[src/rtl/param_datapath_pkg.sv]
// param_datapath_pkg: shared types, FSM encoding and ALU/shift helpers for param_datapath
package param_datapath_pkg;

    // Helpers work on a wide word; callers zero-extend operands and truncate results to DATA_W
    localparam int MAX_W = 64;
    typedef logic [MAX_W-1:0] word_t;

    typedef enum logic [1:0] {OP_ADD, OP_SUB, OP_AND, OP_MVN} alu_op_e;
    typedef enum logic [1:0] {SH_NONE, SH_LSL, SH_LSR, SH_ASR} shift_e;

    localparam logic [2:0] S_IDLE = 3'd0;
    localparam logic [2:0] S_RD_A = 3'd1;
    localparam logic [2:0] S_RD_B = 3'd2;
    localparam logic [2:0] S_EXEC = 3'd3;
    localparam logic [2:0] S_WB   = 3'd4;

    typedef enum logic [2:0] {
        ST_IDLE = S_IDLE,
        ST_RD_A = S_RD_A,
        ST_RD_B = S_RD_B,
        ST_EXEC = S_EXEC,
        ST_WB   = S_WB
    } state_e;

    typedef struct packed {
        logic n;
        logic v;
        logic z;
    } flags_t;

    // One-bit shift of a w-bit value; ASR replicates bit w-1
    function automatic word_t shift_fn(input word_t b, input shift_e s, input int w);
        return s == SH_LSL ? b << 1 :
               s == SH_LSR ? b >> 1 :
               s == SH_ASR ? (b >> 1) | (word_t'(b[w-1]) << (w - 1)) : b;
    endfunction

    function automatic word_t alu_fn(input word_t a, input word_t b, input alu_op_e op);
        return op == OP_ADD ? a + b :
               op == OP_SUB ? a - b :
               op == OP_AND ? a & b : ~b;
    endfunction

    // r must already be truncated to w bits and zero-extended
    function automatic flags_t flags_fn(input word_t a, input word_t b, input word_t r,
                                        input alu_op_e op, input int w);
        flags_t f;
        f.n = r[w-1];
        f.z = (r == '0);
        f.v = op == OP_ADD ? (a[w-1] == b[w-1]) && (r[w-1] != a[w-1]) :
              op == OP_SUB ? (a[w-1] != b[w-1]) && (r[w-1] != a[w-1]) : 1'b0;
        return f;
    endfunction

endpackage

[src/rtl/param_datapath_regfile.sv]
// pd_regfile: NREGS x DATA_W register file, one write port, one or two read ports plus debug read
// Second read port present only when PARAM_DATAPATH_DUAL_READ_EN is defined.
module pd_regfile #(
    parameter int DATA_W = 16,
    parameter int NREGS  = 8,
    localparam int AW    = $clog2(NREGS)
) (
    input  logic              clk,
    input  logic              reset,
    input  logic              we,
    input  logic [AW-1:0]     wa,
    input  logic [DATA_W-1:0] wd,
    input  logic [AW-1:0]     ra0,
    output logic [DATA_W-1:0] rd0,
`ifdef PARAM_DATAPATH_DUAL_READ_EN
    input  logic [AW-1:0]     ra1,
    output logic [DATA_W-1:0] rd1,
`endif
    input  logic [AW-1:0]     dbg_num,
    output logic [DATA_W-1:0] dbg_data
);

    logic [NREGS-1:0][DATA_W-1:0] mem;

    // Storage: cleared by reset, single write per cycle
    always_ff @(posedge clk or posedge reset) begin
        if (reset)
            mem <= '0;
        else if (we)
            mem[wa] <= wd;
    end

    assign rd0      = mem[ra0];
    assign dbg_data = mem[dbg_num];
`ifdef PARAM_DATAPATH_DUAL_READ_EN
    assign rd1      = mem[ra1];
`endif

endmodule

[src/rtl/param_datapath.sv]
// param_datapath: self-sequencing register-file/shifter/ALU datapath driven by start/done
// Define PARAM_DATAPATH_DUAL_READ_EN to read A and B together and drop the RD_B state.
module param_datapath
    import param_datapath_pkg::*;
#(
    parameter int DATA_W = 16,
    parameter int NREGS  = 8,
    localparam int AW    = $clog2(NREGS)
) (
    input  logic              clk,
    input  logic              reset,
    input  logic              start,
    input  logic [1:0]        op,
    input  logic [1:0]        shift,
    input  logic [AW-1:0]     rn,
    input  logic [AW-1:0]     rm,
    input  logic [AW-1:0]     rd,
    input  logic              a_zero,
    input  logic              b_imm,
    input  logic [DATA_W-1:0] imm,
    input  logic              wb_en,
    input  logic              flags_en,
    input  logic              ld_en,
    input  logic [AW-1:0]     ld_num,
    input  logic [DATA_W-1:0] ld_data,
    input  logic [AW-1:0]     dbg_num,
    output logic [DATA_W-1:0] dbg_data,
    output logic              busy,
    output logic              done,
    output logic [DATA_W-1:0] result,
    output logic              N,
    output logic              V,
    output logic              Z
);

    logic [2:0]        state;
    alu_op_e           op_q;
    shift_e            sh_q;
    logic [AW-1:0]     rn_q, rm_q, rd_q;
    logic              a_zero_q, b_imm_q, wb_en_q, flags_en_q, done_q;
    logic [DATA_W-1:0] imm_q, a_q, b_q, c_q;
    flags_t            flg;

    logic              we;
    logic [AW-1:0]     wa, ra0;
    logic [DATA_W-1:0] wd, rd0, b_op, c_next;

    // Writeback owns the port outside IDLE; direct loads only land while idle
    assign we  = (state == S_WB && wb_en_q) || (state == S_IDLE && ld_en);
    assign wa  = state == S_WB ? rd_q : ld_num;
    assign wd  = state == S_WB ? c_q : ld_data;

    assign b_op   = b_imm_q ? imm_q : DATA_W'(shift_fn(word_t'(b_q), sh_q, DATA_W));
    assign c_next = DATA_W'(alu_fn(word_t'(a_q), word_t'(b_op), op_q));

`ifdef PARAM_DATAPATH_DUAL_READ_EN
    logic [DATA_W-1:0] rd1;
    assign ra0 = rn_q;
    pd_regfile #(.DATA_W(DATA_W), .NREGS(NREGS)) u_rf (
        .clk(clk), .reset(reset), .we(we), .wa(wa), .wd(wd),
        .ra0(ra0), .rd0(rd0), .ra1(rm_q), .rd1(rd1),
        .dbg_num(dbg_num), .dbg_data(dbg_data)
    );
`else
    assign ra0 = state == S_RD_A ? rn_q : rm_q;
    pd_regfile #(.DATA_W(DATA_W), .NREGS(NREGS)) u_rf (
        .clk(clk), .reset(reset), .we(we), .wa(wa), .wd(wd),
        .ra0(ra0), .rd0(rd0),
        .dbg_num(dbg_num), .dbg_data(dbg_data)
    );
`endif

    // Sequencer: latch command on start in IDLE, then read, execute and write back
    always_ff @(posedge clk or posedge reset) begin
        if (reset) begin
            state      <= S_IDLE;
            done_q     <= 1'b0;
            op_q       <= OP_ADD;
            sh_q       <= SH_NONE;
            rn_q       <= '0;
            rm_q       <= '0;
            rd_q       <= '0;
            a_zero_q   <= 1'b0;
            b_imm_q    <= 1'b0;
            wb_en_q    <= 1'b0;
            flags_en_q <= 1'b0;
            imm_q      <= '0;
            a_q        <= '0;
            b_q        <= '0;
            c_q        <= '0;
            flg        <= '0;
        end else begin
            done_q <= (state == S_WB);
            case (state)
                S_IDLE: if (start) begin
                    op_q       <= alu_op_e'(op);
                    sh_q       <= shift_e'(shift);
                    rn_q       <= rn;
                    rm_q       <= rm;
                    rd_q       <= rd;
                    a_zero_q   <= a_zero;
                    b_imm_q    <= b_imm;
                    wb_en_q    <= wb_en;
                    flags_en_q <= flags_en;
                    imm_q      <= imm;
                    state      <= S_RD_A;
                end
                S_RD_A: begin
                    a_q   <= a_zero_q ? '0 : rd0;
`ifdef PARAM_DATAPATH_DUAL_READ_EN
                    b_q   <= rd1;
                    state <= S_EXEC;
`else
                    state <= S_RD_B;
`endif
                end
                S_RD_B: begin
                    b_q   <= rd0;
                    state <= S_EXEC;
                end
                S_EXEC: begin
                    c_q   <= c_next;
                    if (flags_en_q)
                        flg <= flags_fn(word_t'(a_q), word_t'(b_op), word_t'(c_next), op_q, DATA_W);
                    state <= S_WB;
                end
                default: state <= S_IDLE;
            endcase
        end
    end

    assign busy   = (state != S_IDLE);
    assign done   = done_q;
    assign result = c_q;
    assign N      = flg.n;
    assign V      = flg.v;
    assign Z      = flg.z;

endmodule

[config.mk]
export PLATFORM = sky130hd
export DESIGN_NAME = param_datapath
export DESIGN_NICKNAME = d
export VERILOG_FILES = /design/src/rtl/param_datapath_pkg.sv /design/src/rtl/param_datapath_regfile.sv /design/src/rtl/param_datapath.sv
export SDC_FILE = /design/constraint.sdc
export NUM_CORES = 1
export LEC_CHECK = 0
export CAP_MARGIN = 15
export CELL_PAD_IN_SITES_DETAIL_PLACEMENT = 0
export CELL_PAD_IN_SITES_GLOBAL_PLACEMENT = 2
export CORE_ASPECT_RATIO = 1.2
export CORE_MARGIN = 2
export CORE_UTILIZATION = 42
export DETAILED_ROUTE_END_ITERATION = 12
export GPL_TIMING_DRIVEN = 0
export PLACE_DENSITY = 0.9
export SYNTH_ARGS = -nofsm -noshare
export SYNTH_HDL_FRONTEND = slang
export SYNTH_SLANG_ARGS = --single-unit
[constraint.sdc]
create_clock -name clk -period 18.8 [get_ports clk]
set_clock_uncertainty 0.15 [all_clocks]
set_input_delay 4.7 -clock clk [delete_from_list [all_inputs] [get_ports clk]]
set_output_delay 4.7 -clock clk [all_outputs]
set_load 0.02 [all_outputs]
# --- Yosys cells after proc, flatten, opt, wreduce, memory -nomap -nowiden ---
# Index checks and enable logic that the tools add are counted.
totals:
  word_cells: 82
  inputBits: 59
  output_inout_bits: 37
  reg_bits: 216
classes:
  addsub: 2
  reduce_logical: 12
  n_mux: 22
  n_lt_le_gt_ge: 4
  bitwise: 3
  eq_ne: 13
op_table:
  columns: ["operator", "count"]
  rows:
  - ["$mux 16", 12]
  - ["$bwmux 128", 1]
  - ["$bmux 16 s3", 2]
  - ["$demux 16 s3", 1]
  - ["$add 16x16->16", 1]
  - ["$and 16x16->16", 1]
  - ["$logic_not 16->1", 1]
  - ["$not 16->16", 1]
  - ["$or 15x16->16", 1]
  - ["$sub 16x16->16", 1]
  - ["$lt 3x4->1 const B", 3]
  - ["$pmux 3 s4", 1]
  - ["$mux 3", 3]
  - ["$eq 2x2->1 const B", 3]
  - ["$eq 3x2->1 const B", 2]
  - ["$logic_and 1x1->1", 5]
  - ["$eq 2x1->1 const B", 2]
  - ["$reduce_and 2->1", 2]
  - ["$eq 3x1->1 const B", 1]
  - ["$eq 3x3->1 const B", 1]
  - ["$ge 3x1->1 const B", 1]
  - ["$logic_not 3->1", 1]
  - ["$reduce_bool 3->1", 1]
  - ["$logic_not 2->1", 1]
  - ["5 further kinds", 7]

# --- Longest topological paths before layout ---
depth:
  ltp_word: 13
  depth_mapped: 18
  depth_no_buf: 16

# --- Modules after synthesis ---
# A second synthesis with hierarchy kept.
hier_totals:
  hier_cells: 1044
  area_unflattened_um2: 13311.5
by_module_without_submodules:
  columns: ["mod", "cells_each", "area_each_um2", "instances", "seq_area_each_um2"]
  rows:
  - ["pd_regfile", 396, 7039.3, 1, 3203.1]
  - ["param_datapath", 648, 6272.3, 1, 2202.1]

# --- Worst setup path before layout ---
# OpenSTA, ideal clock, no wires.
synth_path:
  path_kind: "input to output"
  startpoint: "input dbg_num[0]"
  endpoint: "output dbg_data[0]"
  setup_slack_ns: 7.613
  n_path_buf: 2
  t_required_ns: 13.950
  path_stages: 4
  t_arrival_ns: 6.337
  path_cell_list: "clkbuf_1 buf_1 mux4_2 mux2_2"
synth_between:
  elab_chain_len: 2
synth_rtl:
  columns: ["element", "line", "source"]
  rows:
  - ["start: declaration", "param_datapath.sv:26", "input logic [AW-1:0] dbg_num,"]
  - ["$bmux 16 s3", "param_datapath_regfile.sv:34", "assign dbg_data = mem[dbg_num];"]
  - ["$mux 16 (implied by the code)", "param_datapath_regfile.sv:34", null]
  - ["end: declaration", "param_datapath.sv:27", "output logic [DATA_W-1:0] dbg_data,"]
# No other way between the ends. The select of a mux whose other input is x is not followed.

# --- Final worst setup path ---
layout_path:
  startpoint: "input dbg_num[0]"
  endpoint: "output dbg_data[6]"
# Same word-level chain as after synthesis.

==> qor.csv <==
metric,value,unit
Final Worst Setup Slack,6.649,ns
final setup vio count,0,
pwr/cell area,217.3,nW/um^2
Crit. End Element,output port,
clk root buf,clkbuf_16,
RSZ-0062 raised after global routing,false,
fillcell total,2748,
"setup slack, reg-to-reg",14.06,ns
RD Place Congestion,0.8932,
clock latency on the worst-skew pair,0.54,ns
Post-Syn Area,12500,sq um
DRT iter0 DRCs,679,
Placed Instances,1681,
sequential area share after synthesis,0.4324,
CTS tree,done,
async set-reset flop share out of synthesis,1.000,
DP HPWL,28710,um
Fin. Hold Viols,0,
grt total ovfl,0,
run status,"finished, final reports clean",
Worst slew margin,0.2825,
Sequential Area,5405,sq um
syn_area_per_cell,10.43,sq um
total track usage,0.2478,
post-route insts no fill,1727,
crit path time final,12.15,ns
crit path kind,in -> out,
CTS clock-pin slew for the worst setup and hold paths,0.05,ns
Leak,6.289,nW
Vias/cell,5.720,
Max Cap Viol,0,
critical-path cell list,clkbuf_1 > buf_1 > mux4_2 > mux2_2 > clkdlybuf4s50_1,
Crit-path slowest cell,buf_1,
most common library cells after synthesis,"dfrtp_1 (216), nand2_1 (136), a21oi_1 (113)",
initial antenna violation count,0,
Starting Density,0.4246,
fin. max-slew vios,0,
Unique masters post-synth,85,
TritonCTS buffer count,25,
Hold Path Class,reg -> reg,
Mapped Nets,1291,
end of the worst register-to-register path,Z$_DFFE_PP0P_,
Vias,9878,
Antenna Cells,0,
"Buf+Inv Stages, Crit Path",3,
Crit. path cell count,5,
Crit path arrival time,7.30,ns
"delay-heaviest family, CP",buffers and inverters,
Max VDD drop,88.55,uV
Core Area,29440,sq um
layout net count,1411,
most frequent cell after synthesis,dfrtp_1,
worst setup path start,dbg_num[0],
Hold Buf Count CTS,0,
first-pass GRT wire length,58960,um
Multi-input gate area,6555,sq um
Worst EP required,13.95,ns
"Primary FF master, synth",dfrtp_1,
crit-path max FO,10,
post-route ant nets,0,
post_cts resized,0,
Num Clock Sinks,216,
FP Rows,69,
warnings from Yosys,0,
R2R depth,17,
top post-synthesis cells by area,"dfrtp_1 (43%), mux4_2 (12%), mux2_2 (5.0%)",
chip height,193.0,um
post-CTS setup buffer count,0,
Worst Setup EP,dbg_data[6],
Routed Wire Length,38420,um
dominant cell type by area after synthesis,dfrtp_1,
vias in the first global route,10038,
largest net degree at the start of global routing,126,
pre-CTS WS,6.594,ns
Worst Max-Slew Pin Slew,1.076,ns
Final Hold Slack,0.3246,ns
I/O pins,96,
DR pass1 iterations,6,
Synth top area share,0.4324,
area grow syn2layout,18.86,%
die area,31170,sq um
HP Start,N$_DFFE_PP0P_,
synthesized instance count,1198,
drt drc,0,
Final period util,0.6463,
post-layout util,0.5047,
FMAX,82.30,MHz
"EDFF count, synth",0,
Post-Route Setup TNS,0,ns
# port buffers,92,
drt wl/cell,22.24,um
R2R Path Start,sh_q[1]$_DFFE_PP0P_,
# H-tree levels,1,
layout cell share with drive strength beyond 1,0.1653,
Die Wd,161.5,um
CTS max path bufs,3,
"FF+latch count, synth",216,
CP max stage delay,0.84,ns
Critical Path Start Type,input port,
cells in the final DEF (no fill, tap or decap), drive strengths merged, types with 5 or more instances in the layout:
master,count
o22ai,5
a211oi,10
nand3,13
nor2,111
and2,5
and3,8
mux2i,58
nand2b,7
bufinv,5
buf,35
o31ai,5
a21oi,114
mux2,56
inv,43
o21ai,119
ha,32
clkdlybuf4s50,92
o211ai,8
or2,5
xnor2,10
nor2b,6
dfrtp,216
clkbuf,83
mux4,66
a31oi,10
nor3,10
nand2,136
state kept, by name, indices dropped and copies added (netlist names):
name        cells
wb_en_q         1
rm_q            3
rn_q            3
result         16
flags_en_q      1
V               1
done            1
b_imm_q         1
N               1
Z               1
imm_q          16
state           3
a_zero_q        1
rd_q            3
u_rf.mem      128
b_q            16
sh_q            2
a_q            16
op_q            2
cells by family (layout without fill, tap and decap cells):
group,Yosys count,in the layout,synth area share
adders and majority gates,34,34,0.03523
buffers and inverters,123,262,0.04324
and+or+nand+nor,321,321,0.1142
muxes,180,180,0.2181
AOI/OAI and AO/OA,310,310,0.1470
DFF,216,216,0.4324
xor gates and xnor gates,14,14,0.009808
cell type report:
class	count	area share
plain buffers	83	0.02627
clock buffers	34	0.04775
clock inverters	12	0.01373
inverters	40	0.01061
multi-input cells	859	0.4412
flip-flops and latches	216	0.3638
well taps	390	0.03284
repair buffers	93	0.06383
worst min path at each step:
stage                                    end  slack (ns)  cells after the start
global route        u_rf.mem[71]$_DFFE_PP0P_        0.37                      2
finish                         N$_DFFE_PP0P_        0.32                      2
floorplan           u_rf.mem[32]$_DFFE_PP0P_        0.31                      2
CTS                            N$_DFFE_PP0P_        0.33                      2
global placement               N$_DFFE_PP0P_        0.31                      2
detailed placement             N$_DFFE_PP0P_        0.32                      2
where the power goes:
group	total, W	switching, W	internal [W]
registers	0.000882	0.000190	0.000692
logic	0.00181	0.000998	0.000807
clock network	0.000541	0.000207	0.000335
per-stage QoR:
| step | power (W) | area, sq um |
|---|---|---|
| after floorplan | 0.002140 | 12500 |
| after global placement | 0.002648 | 13910 |
| after detailed placement | 0.002676 | 13940 |
| after CTS | 0.003231 | 14860 |
| after global routing | 0.003446 | 14860 |
| final | 0.003229 | 14860 |
layer usage:
layer	up-vias	routed length, um	track usage
met5	-	0	0
met4	0	1071	0.07486
met3	54	1963	0.03465
met2	299	19970	0.4512
met1	4964	15410	0.3066
li1	4561	-	-
tightest hold or removal path, stage by stage (launching register included):
cell and delay (ns):
dfrtp_1 0.34, nand2_1 0.04, o21ai_0 0.06
(Power assumes the default switching activity.)
